### config.mk
export PLATFORM = sky130hd
export DESIGN_NAME = alu_add_hold
export DESIGN_NICKNAME = d
export VERILOG_FILES = /design/src/rtl/alu_add_hold_pkg.sv /design/src/rtl/alu_dec_adjust.sv /design/src/rtl/alu_add_hold.sv
export SDC_FILE = /design/constraint.sdc
export NUM_CORES = 1
export LEC_CHECK = 0
export CAP_MARGIN = 30
export CORE_UTILIZATION = 40
export CTS_CLUSTER_DIAMETER = 40
export DETAILED_ROUTE_END_ITERATION = 7
export GPL_TIMING_DRIVEN = 0
export PLACE_DENSITY = 0.7
export SLEW_MARGIN = 20
export SYNTH_ARGS = -nofsm -noshare
export SYNTH_HDL_FRONTEND = slang
export SYNTH_HIERARCHICAL = 1
export SYNTH_SLANG_ARGS = --single-unit
### constraint.sdc
create_clock -name CLK -period 2.7 [get_ports CLK]
set_input_delay 0.54 -clock CLK [delete_from_list [all_inputs] [get_ports CLK]]
set_output_delay 0.54 -clock CLK [all_outputs]
set_load 0.01 [all_outputs]
### src/rtl/alu_add_hold_pkg.sv
// Shared constants and stage-1 record for the ALU adder hold path.
package alu_add_hold_pkg;

    localparam int W = 8;
    localparam logic [W-1:0] RST_VAL = 8'h00;

    localparam logic [2:0] OP_SUMS = 3'd0;
    localparam logic [2:0] OP_ANDS = 3'd1;
    localparam logic [2:0] OP_EORS = 3'd2;
    localparam logic [2:0] OP_ORS  = 3'd3;
    localparam logic [2:0] OP_SRS  = 3'd4;

    // Stage-1 register contents; daa/dsa are already qualified by SUMS.
    typedef struct packed {
        logic         valid;
        logic [W-1:0] raw;
        logic         acr_raw;
        logic         avr;
        logic         hc;
        logic         daa;
        logic         dsa;
    } s1_t;

endpackage

### src/rtl/alu_dec_adjust.sv
// Stage-2 NMOS-6502 decimal correction of the binary stage-1 result.
module alu_dec_adjust
    import alu_add_hold_pkg::*;
(
    input  logic [W-1:0] raw,
    input  logic         acr_raw,
    input  logic         hc,
    input  logic         daa,
    input  logic         dsa,
    output logic [W-1:0] result,
    output logic         acr
);

    logic lo_fix;
    logic hi_fix;

    always_comb begin
        lo_fix = hc | (raw[3:0] > 4'd9);
        hi_fix = acr_raw | (raw > 8'h99);
        result = raw;
        acr    = acr_raw;
        if (daa) begin
            // Both tests look at the raw sum, not the partially fixed value.
            result = raw + (lo_fix ? 8'h06 : 8'h00) + (hi_fix ? 8'h60 : 8'h00);
            acr    = hi_fix;
        end else if (dsa) begin
            // Nibble-local: no borrow crosses from low to high nibble.
            result[3:0] = hc      ? raw[3:0] : raw[3:0] - 4'd6;
            result[7:4] = acr_raw ? raw[7:4] : raw[7:4] - 4'd6;
        end
    end

endmodule

### src/rtl/alu_add_hold.sv
// Two-stage ALU result path: binary op + flags, then decimal correction into ADD.
module alu_add_hold
    import alu_add_hold_pkg::*;
(
    input  logic         CLK,
    input  logic         RST,
    input  logic         GO,
    input  logic [W-1:0] AI,
    input  logic [W-1:0] BI,
    input  logic         CI,
    input  logic [2:0]   OP,
    input  logic         DAA,
    input  logic         DSA,
    input  logic         ADD_SB_EN,
    input  logic         ADD_ADL_EN,
    output logic [W-1:0] SB_OUT,
    output logic [W-1:0] ADL_OUT,
    output logic [W-1:0] ADD,
    output logic         ACR,
    output logic         AVR,
    output logic         HC,
    output logic         VALID,
    output logic         BUSY
);

    s1_t          s1_d;
    s1_t          s1_q;
    logic [W:0]   sum9;
    logic [W-1:0] adj_result;
    logic         adj_acr;

    always_comb begin
        sum9       = {1'b0, AI} + {1'b0, BI} + {{W{1'b0}}, CI};
        s1_d       = '0;
        s1_d.valid = 1'b1;
        case (OP)
            OP_SUMS: begin
                s1_d.raw     = sum9[W-1:0];
                s1_d.acr_raw = sum9[W];
                // Carry into bit 4 is the carry out of the low nibble.
                s1_d.hc      = AI[4] ^ BI[4] ^ sum9[4];
                s1_d.avr     = ~(AI[W-1] ^ BI[W-1]) & (AI[W-1] ^ sum9[W-1]);
                s1_d.daa     = DAA;
                s1_d.dsa     = DSA;
            end
            OP_ANDS: s1_d.raw = AI & BI;
            OP_EORS: s1_d.raw = AI ^ BI;
            OP_SRS: begin
                s1_d.raw     = {CI, AI[W-1:1]};
                s1_d.acr_raw = AI[0];
            end
            default: s1_d.raw = AI | BI;
        endcase
    end

    always_ff @(posedge CLK or posedge RST) begin
        if (RST) begin
            s1_q <= '0;
        end else if (GO) begin
            s1_q <= s1_d;
        end else begin
            s1_q.valid <= 1'b0;
        end
    end

    alu_dec_adjust u_dec_adjust (
        .raw     (s1_q.raw),
        .acr_raw (s1_q.acr_raw),
        .hc      (s1_q.hc),
        .daa     (s1_q.daa),
        .dsa     (s1_q.dsa),
        .result  (adj_result),
        .acr     (adj_acr)
    );

    // VALID is a one-cycle strobe qualifying fresh ADD/flags; there is no
    // ready/backpressure, so every GO completes exactly two cycles later.
    always_ff @(posedge CLK or posedge RST) begin
        if (RST) begin
            ADD   <= RST_VAL;
            ACR   <= 1'b0;
            AVR   <= 1'b0;
            HC    <= 1'b0;
            VALID <= 1'b0;
        end else begin
            VALID <= s1_q.valid;
            if (s1_q.valid) begin
                ADD <= adj_result;
                ACR <= adj_acr;
                AVR <= s1_q.avr;
                HC  <= s1_q.hc;
            end
        end
    end

    assign BUSY    = s1_q.valid;
    assign SB_OUT  = ADD_SB_EN  ? ADD : RST_VAL;
    assign ADL_OUT = ADD_ADL_EN ? ADD : RST_VAL;

endmodule

**After elaboration in Yosys (flattened, before gate mapping)**

Index checks and enable logic that the tools add are counted.
W data, S select, Z words.

- Flip-flop bits (word level): 26
- Latch bits: 0
- Bits in writable memories: 0
- Memory bits (read-only): 0
- Input bits: 27
- Output and inout port bits: 29
- Memories kept: 0

- $add $sub $neg: 6
- Multipliers: 0
- Div/mod/pow operators: 0
- $lt $le $gt $ge: 2
- Eq/ne operators: 3
- Shift operators: 0
- Mux-type cells: 13
- Bitwise gates (word level): 11
- Reduce and logical (&&, ||, !) cells: 1

Operators with widths:

| cell | count |
|---|---|
| $mux W8 | 4 |
| $pmux W8 S4 | 1 |
| $add A8 B8 Y8 | 2 |
| $mux W4 | 3 |
| $add A8 B8 Y9 | 1 |
| $add A9 B1 Y9 | 1 |
| $and A8 B8 Y8 | 1 |
| $gt A8 B8 Y1 const B | 1 |
| $or A8 B8 Y8 | 1 |
| $sub A4 B3 Y4 const B | 2 |
| $xor A8 B8 Y8 | 1 |
| $mux W7 | 1 |
| $gt A4 B4 Y1 const B | 1 |
| $xor A1 B1 Y1 | 4 |
| $eq A3 B1 Y1 const B | 1 |
| $eq A3 B2 Y1 const B | 1 |
| $eq A3 B3 Y1 const B | 1 |
| $logic_not A3 Y1 | 1 |
| $mux W3 | 1 |
| $mux W1 | 2 |
| $or A1 B1 Y1 | 2 |
| $pmux W1 S2 | 1 |
| $and A1 B1 Y1 | 1 |
| $not A1 Y1 | 1 |

**Logic depth before layout (Yosys ltp)**

Gate-level depths: netlist of run 1.

- Depth after elaboration: 6
- Mapped depth: 10
- Depth with buffers taken out: 10

**Modules after synthesis**

The synthesis of run 1 kept the hierarchy.

By module, submodules not included:

| module | instances | cells each | area each (um2) | seq. area each (um2) |
|---|---|---|---|---|
| alu_add_hold | 1 | 212 | 1899.3 | 650.6 |
| alu_dec_adjust | 1 | 46 | 359.1 | 0.0 |

**Worst setup path before layout of run 1**

No wires, ideal clock.

- Path kind: reg-to-reg
- Start point: register s1_q[7] (netlist name)
- End point: register ADD[6]
- Library setup time: 0.125 ns
- Data arrival time: 2.212 ns
- Required time: 2.575 ns
- Setup slack: 0.363 ns
- Cell stages (with the launch flop): 10
- Cell sequence: dfrtp_1 or2_1 a311oi_1 nor2b_1 or2_1 ha_1 a41oi_1 xor2_1 mux2i_1 mux2_2

- Longest elaborated chain between the ends: 6
- Elaborated cells on any way between the ends: 9
- Classes of those cells: 2 x add/sub; 2 x order compare; 3 x mux; 2 x bitwise

RTL lines:

| item | line | text |
|---|---|---|
| start, declared | alu_add_hold.sv:27 | `s1_t s1_q;` |
| $gt A4 B4 Y1 | alu_dec_adjust.sv:18 | `lo_fix = hc \| (raw[3:0] > 4'd9);` |
| $or A1 B1 Y1 | alu_dec_adjust.sv:18 |  |
| $mux W3 | alu_dec_adjust.sv:24 | `result = raw + (lo_fix ? 8'h06 : 8'h00) + (hi_fix ? 8'h60 : 8'h00);` |
| $add A8 B8 Y8 | alu_dec_adjust.sv:24 |  |
| $add A8 B8 Y8 (*) | alu_dec_adjust.sv:24 |  |
| $mux W8 (*) | alu_dec_adjust.sv:22 | `if (daa) begin` |
| named net adj_result[6] | alu_add_hold.sv:29 | `logic [W-1:0] adj_result;` |
| end signal, assigned | alu_add_hold.sv:88 | `ADD <= adj_result;` |
| end, declared | alu_add_hold.sv:18 | `output logic [W-1:0] ADD,` |

The timed path passes the listed nets; every way through them passes the cells marked *.
A chain may end at the register's enable or synchronous reset.

**Final worst setup path of run 1**

- Start point: register s1_q[7] (netlist name)
- End point: register ADD[7]

The elaborated chain is that of the path after synthesis.

==> results of run 1 <==
==> through the flow <==
| step | std cells | util, % | hold slack [ns] |
|---|---|---|---|
| finish | 388 | 56.9 | 0.447 |
| floorplan | 258 | - | 0.446 |
| global placement | 383 | 55.0 | 0.416 |
| CTS | 387 | 56.3 | 0.445 |
| global route | 388 | 56.9 | 0.460 |
| detailed placement | 383 | 55.0 | 0.423 |
==> layout make-up <==
| type | count | share of cell area [%] |
|---|---|---|
| clock inverter | 1 | 1.00 |
| clock buffer | 3 | 1.38 |
| tap | 70 | 2.92 |
| timing repair buffer | 56 | 18.8 |
| multi-input combinational | 194 | 49.2 |
| inverter | 27 | 3.38 |
| sequential | 26 | 21.7 |
| buffer | 11 | 1.58 |
==> worst register-to-register path, stage by stage (launching register included) <==
cell,delay [ns]
dfrtp_2,0.45
or2_1,0.27
a311oi_2,0.31
nor2b_1,0.09
or2_1,0.24
ha_1,0.34
a211oi_1,0.24
o32ai_1,0.12
xor2_1,0.15
mux2_2,0.27
==> metal layers <==
layer	wire [um]	global-route usage (%)	up-vias
met5	0	0	-
met4	28	2.83	0
met3	250	2.38	4
met2	2560	32.7	69
met1	2300	21.7	940
li1	-	-	1027
==> placed cells by master, fill, tap and decap left out, drive strengths merged, types with 2 or more instances in the layout <==
cell and instances:
o221ai 2, or2 3, nor2b 6, mux2 11, nand2 18, a211oi 4, dfrtp 26, xor2 7
nor2 12, mux2i 4, fa 3, a41oi 2, and2 16, nand3b 2, inv 27, nand2b 2
a21oi 19, xnor2 4, o21ai 18, nor3 2, o2bb2ai 3, clkbuf 11, a31oi 2, o2111ai 2
a21o 8, ha 22, buf 4, o31ai 2, clkdlybuf4s50 55, nand3 3
==> path summary, 6_finish.rpt <==
kind                       depth (start not counted)  slack, ns      end
hold / removal                                     0       0.45    VALID
max in group asynchronous                          3       1.69  s1_q[7]
setup / recovery                                   9       0.11   ADD[7]
min in group asynchronous                          2       0.55    VALID
setup reg to reg                                   9       0.11   ADD[7]
hold reg to reg                                    0       0.45    VALID
==> cells by family (layout without fill, tap and decap cells) <==
logic type      count (synthesis)  in the layout  synth area share [%]
simple gates                   68             68                  15.5
flops                          26             26                  28.8
buf+inv                        38             98                  6.59
fa+ha+maj                      26             26                  15.3
xor+xnor                       11             11                  4.27
compound gates                 74             74                  22.2
mux                            15             15                  7.26
==> what timing repair did <==
action / 4_1_cts / 5_1_grt
resized for setup: 0 / 4
endpoints found under the setup margin: 0 / 3
endpoints found under the hold margin: 0 / 0
==> registers in the layout (all words and copies together) (netlist names) <==
| name | count |
|---|---|
| s1_q | 13 |
| ADD | 8 |
| ACR | 1 |
| AVR | 1 |
| BUSY | 1 |
| HC | 1 |
| VALID | 1 |
==> where the power goes <==
part	internal, mW	total [mW]	switching [mW]
Sequential	0.441	0.493	0.0522
Combinational	0.317	0.576	0.259
Clock	0.198	0.320	0.122
==> out/results.ini, run 1 <==
[floorplanning]
num_rows=26
die_h_um=77.1
io_pins=56
die_x_um=77.1
start_util_pct=42.9
coreArea_mm2=0.00527
die_area_mm2=0.00595

[power]
p_total_mw=1.39
peakVddDrop_v=0.000220
p_per_area_mw_per_mm2=463
leakage_nw=1.35

[critical_path]
slowest_stage=dfrtp_2
worstPathMaxFanout=6
cpLargestDelayFamily=compound AO/OA/AOI/OAI gates
worstSetupEndpointType=flop
critical_path.startpoint=s1_q[7]
arrival_ns=2.75
worstSetupPathType=reg -> reg
required_ns=2.86
crit_buf_inv=0
cpMostUsedCell=or2_1
regToRegStartpoint=s1_q[7]
startpoint_type=flop
crit_path_cell_trace=or2_1 -> a311oi_2 -> nor2b_1 -> or2_1 -> ha_1 -> a211oi_1 -> o32ai_1 -> xor2_1 -> mux2_2
cpPeakStageDelay_ns=0.45

[final_layout]
multiInputGateArea_mm2=0.00148
seq_area_um2=652
drive_gt1_share_pct=9.43
fillers=517
nets=371
area_growth_pct=32.9
final_area_mm2=0.00300
n_antenna_cell=0

[timing]
fin_tns_setup_ns=0
clock_skew_ns=0.00240
fin_ws_ns=0.114
hold_violations=0
setup_viol=0
layout_min_cycle_time_ns=2.59
slew_headroom_pct=63.8
slew_viol_final=0
worst_pin_slew_ns=0.539
max_freq_mhz=387
min_period_over_period_pct=95.8

[route]
drtIter0Drc=88
wl_per_cell_um=13.2
firstDrtPassIters=4
ant_nets=0
drc=0
via_count=2040
routed_via_density=5.26
drt-total-wl_mm=5.14

[synth]
ys_types=49
netlist.area_leader.share_pct=28.8
synth_area_mm2=0.00226
yosysWarnings=6
synth_nets=310
synthTopCellsByArea=dfrtp_1 29%, ha_1 12%, mux2_2 5.5%
seq_area_frac_synth_pct=28.8
yosysTopAreaCell=dfrtp_1
synth.ff_latch_count=26
syn_avg_cell_area_um2=8.75
synth_most_common_cell=inv_1
synth_commonest_cells=27 x inv_1, 26 x dfrtp_1, 22 x ha_1, 19 x a21oi_1, 18 x nand2_1
synth-edff-count=0
syn_inst=258
synthArstFlopShare_pct=100
synth_ff_type=dfrtp_1

[worst_hold_path]
hp-start=BUSY
hold_path.class=reg -> reg

[cts]
cts_root_buf=clkbuf_8
htree_levels=1
cts_tree=built
clk_path_buf_depth=2
cts_setup_buffers=0
clk_pin_slew_worst_paths_ns=0.09
cts_hold_buf=0
clk-insertion-delay-late_ns=0.27
cts_buffers=3
clock_sinks=26

[grt]
grt_max_degree=27
grt_pass1_wl_mm=8.60
grt_remaining_overflow=0
grtUsageTotal_pct=17.6
grt_pass1_vias=1885
antenna_found_initial=0

[status]
status=finished clean

[placed_design]
placed_cell_area_mm2=0.00290
gp_congestion=0.902
port_buffers=55
dp_slack_ns=-0.177
dp.final_hpwl_mm=4.12

[flow_run]
cap_violations=0

(Power assumes the default switching activity.)
==> run 2, diff against run 1 <==
--- a/config.mk
+++ b/config.mk
@@ -11,7 +11,7 @@
 export DETAILED_ROUTE_END_ITERATION = 7
 export GPL_TIMING_DRIVEN = 0
 export PLACE_DENSITY = 0.7
-export SLEW_MARGIN = 20
+export SLEW_MARGIN = 10
 export SYNTH_ARGS = -nofsm -noshare
 export SYNTH_HDL_FRONTEND = slang
 export SYNTH_HIERARCHICAL = 1
==> results of run 2 <==
Same layout as run 1: the final DEF is identical, and so are final timing and power.
